**config.mk**
```make
export PLATFORM = sky130hd
export DESIGN_NAME = mem_rr_arbiter
export DESIGN_NICKNAME = d
export VERILOG_FILES = /design/src/rtl/mem_rr_arbiter.sv
export SDC_FILE = /design/constraint.sdc
export NUM_CORES = 1
export LEC_CHECK = 0
export ABC_AREA = 1
export CAP_MARGIN = 20
export CORE_AREA = 2 2 162 100
export CTS_CLUSTER_DIAMETER = 80
export CTS_CLUSTER_SIZE = 8
export DETAILED_ROUTE_END_ITERATION = 6
export DIE_AREA = 0 0 164 102
export PLACE_DENSITY = 0.88
export SLEW_MARGIN = 20
export SYNTH_ARGS = -nofsm -noshare
export SYNTH_HDL_FRONTEND = slang
export SYNTH_SLANG_ARGS = --single-unit
```
**constraint.sdc**
```tcl
create_clock -name clk -period 1.7 [get_ports clk]
set_input_delay 0.34 -clock clk [delete_from_list [all_inputs] [get_ports clk]]
set_output_delay 0.34 -clock clk [all_outputs]
set_load 0.01 [all_outputs]
```
**src/rtl/mem_rr_arbiter.sv**
```systemverilog
// Round-robin arbiter that shares one memory read/write port among NUM_CONSUMERS
// requesters. One transaction is in flight at a time, and every output is registered.
module mem_rr_arbiter #(
    parameter int unsigned ADDR_BITS     = 8,
    parameter int unsigned DATA_BITS     = 16,
    parameter int unsigned NUM_CONSUMERS = 4,
    parameter int unsigned WRITE_ENABLE  = 1
) (
    input  logic                                clk,
    input  logic                                reset,
    input  logic [NUM_CONSUMERS-1:0]            consumer_read_valid,
    input  logic [NUM_CONSUMERS*ADDR_BITS-1:0]  consumer_read_address,
    output logic [NUM_CONSUMERS-1:0]            consumer_read_ready,
    output logic [NUM_CONSUMERS*DATA_BITS-1:0]  consumer_read_data,
    input  logic [NUM_CONSUMERS-1:0]            consumer_write_valid,
    input  logic [NUM_CONSUMERS*ADDR_BITS-1:0]  consumer_write_address,
    input  logic [NUM_CONSUMERS*DATA_BITS-1:0]  consumer_write_data,
    output logic [NUM_CONSUMERS-1:0]            consumer_write_ready,
    output logic                                mem_read_valid,
    output logic [ADDR_BITS-1:0]                mem_read_address,
    input  logic                                mem_read_ready,
    input  logic [DATA_BITS-1:0]                mem_read_data,
    output logic                                mem_write_valid,
    output logic [ADDR_BITS-1:0]                mem_write_address,
    output logic [DATA_BITS-1:0]                mem_write_data,
    input  logic                                mem_write_ready,
    output logic                                busy,
    output logic [(NUM_CONSUMERS > 1 ? $clog2(NUM_CONSUMERS) : 1)-1:0] grant_id
);

    localparam int unsigned ID_BITS = (NUM_CONSUMERS > 1) ? $clog2(NUM_CONSUMERS) : 1;

    localparam logic [2:0] StIdle       = 3'd0;
    localparam logic [2:0] StReadWait   = 3'd1;
    localparam logic [2:0] StWriteWait  = 3'd2;
    localparam logic [2:0] StReadRelay  = 3'd3;
    localparam logic [2:0] StWriteRelay = 3'd4;

    logic [2:0]               state_q, state_d;
    logic [ID_BITS-1:0]       rr_ptr_q, rr_ptr_d;
    logic [ID_BITS-1:0]       grant_q, grant_d;
    logic                     busy_q, busy_d;
    logic                     mem_rd_valid_q, mem_rd_valid_d;
    logic [ADDR_BITS-1:0]     mem_rd_addr_q, mem_rd_addr_d;
    logic                     mem_wr_valid_q, mem_wr_valid_d;
    logic [ADDR_BITS-1:0]     mem_wr_addr_q, mem_wr_addr_d;
    logic [DATA_BITS-1:0]     mem_wr_data_q, mem_wr_data_d;
    logic [NUM_CONSUMERS-1:0] rd_ready_q, rd_ready_d;
    logic [NUM_CONSUMERS-1:0] wr_ready_q, wr_ready_d;
    logic [DATA_BITS-1:0]     rd_data_q [NUM_CONSUMERS];
    logic [DATA_BITS-1:0]     rd_data_d [NUM_CONSUMERS];

    logic [ADDR_BITS-1:0]     rd_addr [NUM_CONSUMERS];
    logic [ADDR_BITS-1:0]     wr_addr [NUM_CONSUMERS];
    logic [DATA_BITS-1:0]     wr_data [NUM_CONSUMERS];
    logic [NUM_CONSUMERS-1:0] wr_req;
    logic [NUM_CONSUMERS-1:0] any_req;

    // With writes disabled, write requests simply never become visible to arbitration.
    assign wr_req  = (WRITE_ENABLE != 0) ? consumer_write_valid : '0;
    assign any_req = consumer_read_valid | wr_req;

    for (genvar j = 0; j < NUM_CONSUMERS; j++) begin : g_slice
        assign rd_addr[j] = consumer_read_address[j*ADDR_BITS +: ADDR_BITS];
        assign wr_addr[j] = consumer_write_address[j*ADDR_BITS +: ADDR_BITS];
        assign wr_data[j] = consumer_write_data[j*DATA_BITS +: DATA_BITS];
        assign consumer_read_data[j*DATA_BITS +: DATA_BITS] = rd_data_q[j];
    end

    logic [ID_BITS-1:0] pick;
    logic [ID_BITS-1:0] cand;
    logic               found;

    // First requester at or after rr_ptr, wrapping around.
    always_comb begin
        pick  = rr_ptr_q;
        cand  = '0;
        found = 1'b0;
        for (int unsigned k = 0; k < NUM_CONSUMERS; k++) begin
            cand = ID_BITS'((32'(rr_ptr_q) + k) % NUM_CONSUMERS);
            if (!found && any_req[cand]) begin
                found = 1'b1;
                pick  = cand;
            end
        end
    end

    always_comb begin
        state_d        = state_q;
        rr_ptr_d       = rr_ptr_q;
        grant_d        = grant_q;
        mem_rd_valid_d = mem_rd_valid_q;
        mem_rd_addr_d  = mem_rd_addr_q;
        mem_wr_valid_d = mem_wr_valid_q;
        mem_wr_addr_d  = mem_wr_addr_q;
        mem_wr_data_d  = mem_wr_data_q;
        rd_ready_d     = rd_ready_q;
        wr_ready_d     = wr_ready_q;
        rd_data_d      = rd_data_q;

        case (state_q)
            StIdle: begin
                if (found) begin
                    grant_d  = pick;
                    rr_ptr_d = ID_BITS'((32'(pick) + 32'd1) % NUM_CONSUMERS);
                    // A read beats a write from the same consumer.
                    if (consumer_read_valid[pick]) begin
                        mem_rd_valid_d = 1'b1;
                        mem_rd_addr_d  = rd_addr[pick];
                        state_d        = StReadWait;
                    end else begin
                        mem_wr_valid_d = 1'b1;
                        mem_wr_addr_d  = wr_addr[pick];
                        mem_wr_data_d  = wr_data[pick];
                        state_d        = StWriteWait;
                    end
                end
            end
            StReadWait: begin
                if (mem_read_ready) begin
                    mem_rd_valid_d      = 1'b0;
                    rd_ready_d[grant_q] = 1'b1;
                    rd_data_d[grant_q]  = mem_read_data;
                    state_d             = StReadRelay;
                end
            end
            StWriteWait: begin
                if (mem_write_ready) begin
                    mem_wr_valid_d      = 1'b0;
                    wr_ready_d[grant_q] = 1'b1;
                    state_d             = StWriteRelay;
                end
            end
            StReadRelay: begin
                if (!consumer_read_valid[grant_q]) begin
                    rd_ready_d[grant_q] = 1'b0;
                    state_d             = StIdle;
                end
            end
            StWriteRelay: begin
                if (!wr_req[grant_q]) begin
                    wr_ready_d[grant_q] = 1'b0;
                    state_d             = StIdle;
                end
            end
            default: state_d = StIdle;
        endcase

        busy_d = (state_d != StIdle);
    end

    always_ff @(posedge clk) begin
        if (reset) begin
            state_q        <= StIdle;
            rr_ptr_q       <= '0;
            grant_q        <= '0;
            busy_q         <= 1'b0;
            mem_rd_valid_q <= 1'b0;
            mem_rd_addr_q  <= '0;
            mem_wr_valid_q <= 1'b0;
            mem_wr_addr_q  <= '0;
            mem_wr_data_q  <= '0;
            rd_ready_q     <= '0;
            wr_ready_q     <= '0;
            for (int j = 0; j < NUM_CONSUMERS; j++) begin
                rd_data_q[j] <= '0;
            end
        end else begin
            state_q        <= state_d;
            rr_ptr_q       <= rr_ptr_d;
            grant_q        <= grant_d;
            busy_q         <= busy_d;
            mem_rd_valid_q <= mem_rd_valid_d;
            mem_rd_addr_q  <= mem_rd_addr_d;
            mem_wr_valid_q <= mem_wr_valid_d;
            mem_wr_addr_q  <= mem_wr_addr_d;
            mem_wr_data_q  <= mem_wr_data_d;
            rd_ready_q     <= rd_ready_d;
            wr_ready_q     <= wr_ready_d;
            rd_data_q      <= rd_data_d;
        end
    end

    assign consumer_read_ready  = rd_ready_q;
    assign consumer_write_ready = wr_ready_q;
    assign mem_read_valid       = mem_rd_valid_q;
    assign mem_read_address     = mem_rd_addr_q;
    assign mem_write_valid      = mem_wr_valid_q;
    assign mem_write_address    = mem_wr_addr_q;
    assign mem_write_data       = mem_wr_data_q;
    assign busy                 = busy_q;
    assign grant_id             = grant_q;

endmodule

```
# Word-level counts from Yosys, hierarchy flattened
# Index checks and enable logic that the tools add are counted.
# op_classes
reduce_logical	22
n_bitwise	9
magnitude_cmp	10
eq_ne	11
mux	56
addsub	4
# op_table
op	n
$bwmux 64	1
$mux 16	3
$bmux 16 s2	1
$bmux 8 s2	2
$demux 16 s2	1
$mux 8	4
$lt 2x3->1 const B	6
$mux 1	18
$mux 4	4
$pmux 4 s2	2
$mux 3	5
$pmux 3 s5	1
$bmux 1 s2	7
$ne 2x2->1 const B	7
$or 4x4->4	3
$reduce_and 3->1	4
$and 4x4->4	2
$mux 2	4
$reduce_and 4->1	2
$reduce_bool 2->1	4
$eq 3x2->1 const B	2
$ge 3x3->1 const B	2
$not 2->3	2
$logic_and 1x1->1	5
other kinds (14)	20
# word_totals
regBits	114
in_bits	156
wordCells	127

# Longest topological paths before layout
# logic_depth
depth_word	19
ltp_mapped	20
mapped_depth_nobuf	18

# Least setup slack after synthesis
# Ideal clock, no wire load.
# synth_timing
path_kind	register to register
from	reg rr_ptr_q[0]
to	reg mem_wr_addr_q[5] (netlist: mem_write_address[5])
period_less_slack_ns	1.914
path_buffers	2
arrival_time_ns	1.801
required_ns	1.587
path_slack_ns	-0.214
path_stages_with_launch	19
path_cell_list	dfxtp_1 > buf_6 > inv_4 > nand2_1 > nand3_1 > nand2_1 > nor2_4 > nand2_1 > nand2_2 > nand2_1 > nand2_2 > nand2_4 > inv_4 > nand2_4 > nand2_2 > nand2_4 > buf_4 > nor2_1 > nor2_1
# synth_between
elab_chain_cells	16
elab_cells_between_ends	32
# synth_rtl
item	line	rtl
start: declaration	40	logic [ID_BITS-1:0] rr_ptr_q, rr_ptr_d;
start signal: assignment	170	rr_ptr_q <= rr_ptr_d;
branches (longest 16 deep; another with $add 2x1->2)	-	
end signal: assignment	176	mem_wr_addr_q <= mem_wr_addr_d;
end: declaration	46	logic [ADDR_BITS-1:0] mem_wr_addr_q, mem_wr_addr_d;
# Several ways; the timed one is not identified. The select of a mux whose other input is x is not followed.
# A chain may end at the register's enable or synchronous reset.

# Worst setup path in the final report
# layout_timing
from	reg rr_ptr_q[0]
to	reg busy_q (netlist: busy)
# layout_between
elab_chain_cells	18
elab_cells_between_ends	30
# layout_rtl
item	line	rtl
branches (longest 15 deep; another with $add 2x1->2)	-	
$mux 3 (*)	103	if (found) begin
$pmux 3 s5 (*)	101	case (state_q)
$reduce_bool 3->1 (*)	149	busy_d = (state_d != StIdle);
end signal: assignment	172	busy_q <= busy_d;
end: declaration	42	logic busy_q, busy_d;
# Every way passes the cells marked *. The select of a mux whose other input is x is not followed.

==> flow_summary_export.csv <==
group,metric,value,unit
detailed_routing,drc,0,
clocking,cts_inserted_buffers,17,
detailed_routing,via_per_inst,4.95,
run_status,outcome,"finished, violations left",
clocking,cts_tree,"done",
yosys,ys_ff_latch,114,
die,fp-row-count,35,
clocking,ctsLongestPathBuffers,2,
run_status,violations,"negative setup slack",
yosys,ys_seq_area_frac,0.400,
detailed_routing,wl_per_cell,15.6,um
placed_design,placed_cells,1374,
die,io_pins,265,
yosys,avgSynthCellArea,6.27,sq um
power,peakVddDrop,1.07,mV
sta,rsz0062_at_grt,"true",
critical_path,worstSetupPathType,"reg2reg",
flow_run,drv_cap,0,
final_layout,fin_area,0.0102,sq mm
die,fp.dieW,164,um
sta,fin_crit,2170,ps
sta,maxClockFrequency,0.460,GHz
yosys,netlist.top_cell.by_area,"dfxtp_1",
final_layout,layout-drive-gt1-share,0.170,
clocking,clock_latency,410,ps
detailed_routing,dr.pass1.iters,5,
clocking,h-tree-depth,4,
sta,slew_viol_final,0,
detailed_routing,drt-initial-drc-count,619,
placed_design,post-place-ws,-893,ps
sta,setup_violations,41,
sta,tns,-16350,ps
sta,fin_crit_sh,1.28,
sta,slew_headroom,0.782,
clocking,cts_root_buf,"clkbuf_16",
yosys,synth_edf_count,0,
global_route,grt.overflow.total,0,
sta,timing_hold_violations_final,0,
detailed_routing,routed_wl,22400,um
yosys,synth_cell_types,28,
critical_path,slowest_delay,410,ps
critical_path,path_buf_inv,3,
yosys,ys_warn_count,0,
die,core_area,0.0152,sq mm
placed_design,place_area,0.00884,sq mm
detailed_routing,detail-route-antenna-nets,0,
critical_path,path_delay_family,"simple AND/OR/NAND/NOR gates",
yosys,yosysMostFrequentCell,"nand2_1",
yosys,syn_area,0.00570,sq mm
hold_path,min_path_type,"reg2reg",
critical_path,worst_path_max_delay_cell,"dfxtp_4",
global_route,grt_usage,0.259,
yosys,synthTopCellsByCount,"nand2_1 (268), nor2_1 (215), dfxtp_1 (114)",
sta,worst_slack,-475,ps
clocking,cts_sinks,114,
yosys,yosys.area.top_type_share,0.400,
clocking,cts-hold-fix-buffers,0,
placed_design,port_buffers,264,
yosys,synth_cells,910,
yosys,syn-num-nets,1066,
placed_design,dpl.hpwl,15000,um
die,initial_utilization,0.375,
global_route,antenna_found_initial,0,
die,fp.dieArea,0.0167,sq mm
power,p_leak,4.78,nW
detailed_routing,num_vias,7093,
global_route,grt_start_max_net_pins,63,
yosys,synthTopCellsByArea,"dfxtp_1 (40%), nand2_1 (18%), nor2_1 (14%)",
yosys,async_flop_share,0,
critical_path,crit_top_cell,"nand2_2",
critical_path,worstPathCellList,"inv_6, nand2_1, nand2_2, nand2_2, nand2_2, nor2_4, nand3_4, nand2_2, nand2_2, nand2_4, inv_4, nand2_4, nand2_4, nand2_4, buf_6, nand2_2, nand2_1, nand2_1",
final_layout,diodes,0,
die,die_y,102,um
critical_path,cp_max_fo,7,
power,powerDensity,1710,mW/mm^2
final_layout,syn2layout_area_growth,79.1,%
sta,clock_skew,10.6,ps
final_layout,nNetsFinal,1373,
global_route,grt_pass1_wl,34000,um
critical_path,startpoint_type,"flip-flop",
critical_path,cp.arrival,2470,ps
critical_path,crit_required,1990,ps
critical_path,critPathCaptureType,"flip-flop",
final_layout,instances_no_fill,1433,
sta,tightestPinTransition,325,ps
global_route,grt_pass1_vias,6649,
clocking,path_clk_slew,60,ps
yosys,ys_dominant_reg_cell,"dfxtp_1",
placed_design,gp_congestion,0.887,
-- worst reg2reg max path: cells and delay by family (launching register included) --
kind / cells / cell delay (ps)
simple gates: 15 / 1390
flops: 1 / 410
buf+inv: 3 / 260
-- per-stage QoR --
| stage | hold slack (ps) | utilization | total power [mW] |
|---|---|---|---|
| floorplan | 475 | - | 8.26 |
| global placement | 446 | 0.582 | 11.0 |
| detailed placement | 450 | 0.582 | 11.1 |
| CTS | 459 | 0.654 | 16.8 |
| global route | 470 | 0.672 | 18.6 |
| finish | 458 | 0.672 | 17.5 |
-- placed cells by master, fill, tap and decap left out, types with 19 or more instances in the layout --
cell and n:
clkdlybuf4s50_1 238, nand2_1 229, nor2_1 192, dfxtp_1 111
o21ai_0 96, inv_1 48, buf_4 40, nand2_2 36
a21oi_1 26, o21ai_1 24, nand3_1 23, nor2_2 21
clkbuf_16 19
-- sequential cells by signal (all words and copies together), names as in the netlist, named ones only --
signal / flops
rr_ptr_q: 2
grant_id: 2
mem_read_valid: 1
mem_write_data: 16
mem_write_valid: 1
consumer_read_data: 64
state_q: 3
busy: 1
mem_write_address: 8
mem_read_address: 8
-- routing by layer --
metal  part of all wire  track usage  vias to the layer above  routed length (um)
met5                  0            0                        -                   0
met4              0.013       0.0682                        0                 285
met3              0.086       0.0694                       26                1940
met2               0.46        0.425                      341               10300
met1               0.44        0.341                     3240                9860
li1                   -            -                     3486                   -
-- where the power goes --
part	internal, mW	switching (mW)	leakage, nW	total (mW)
clock	2.36	1.37	0.294	3.74
combinational	4.77	5.58	3.55	10.3
sequential	3.14	0.281	0.930	3.42
total	10.3	7.23	4.78	17.5
-- path summary, 6_finish.rpt --
path	slack [ps]	from	cells past startpoint	end
hold / removal	460	consumer_read_data[13]	2	consumer_read_data[13]
hold reg to reg	460	consumer_read_data[13]	2	consumer_read_data[13]
setup reg to reg	-470	rr_ptr_q[0]	18	busy
setup / recovery	-470	rr_ptr_q[0]	18	busy
-- area by class of cell --
| class | instances | area (sq um) |
|---|---|---|
| Clock buffer | 18 | 439 |
| Clock inverter | 14 | 179 |
| Fill cell | 1254 | 4990 |
| Inverter | 59 | 238 |
| Multi-Input combinational cell | 689 | 3230 |
| Sequential cell | 114 | 2290 |
| Tap cell | 203 | 254 |
| Timing Repair Buffer | 336 | 3580 |
-- logic make-up (layout without fill, tap and decap cells) --
kind of cell           after synthesis  after routing  synth area share
flip-flops                         114            114             0.400
AO/OA/AOI/OAI                      157            157             0.140
AND/OR/NAND/NOR                    531            532             0.375
buffers and inverters              108            427            0.0847
-- timing repair --
item / CTS / global route
resized for setup: 85 / 71
endpoints found under the setup margin: 61 / 123
setup buffers: 12 / 5
pin swaps: 37 / 26
gates cloned: 7 / 3
endpoints found under the hold margin: 0 / 0
Power figures use the tool's default switching activity.
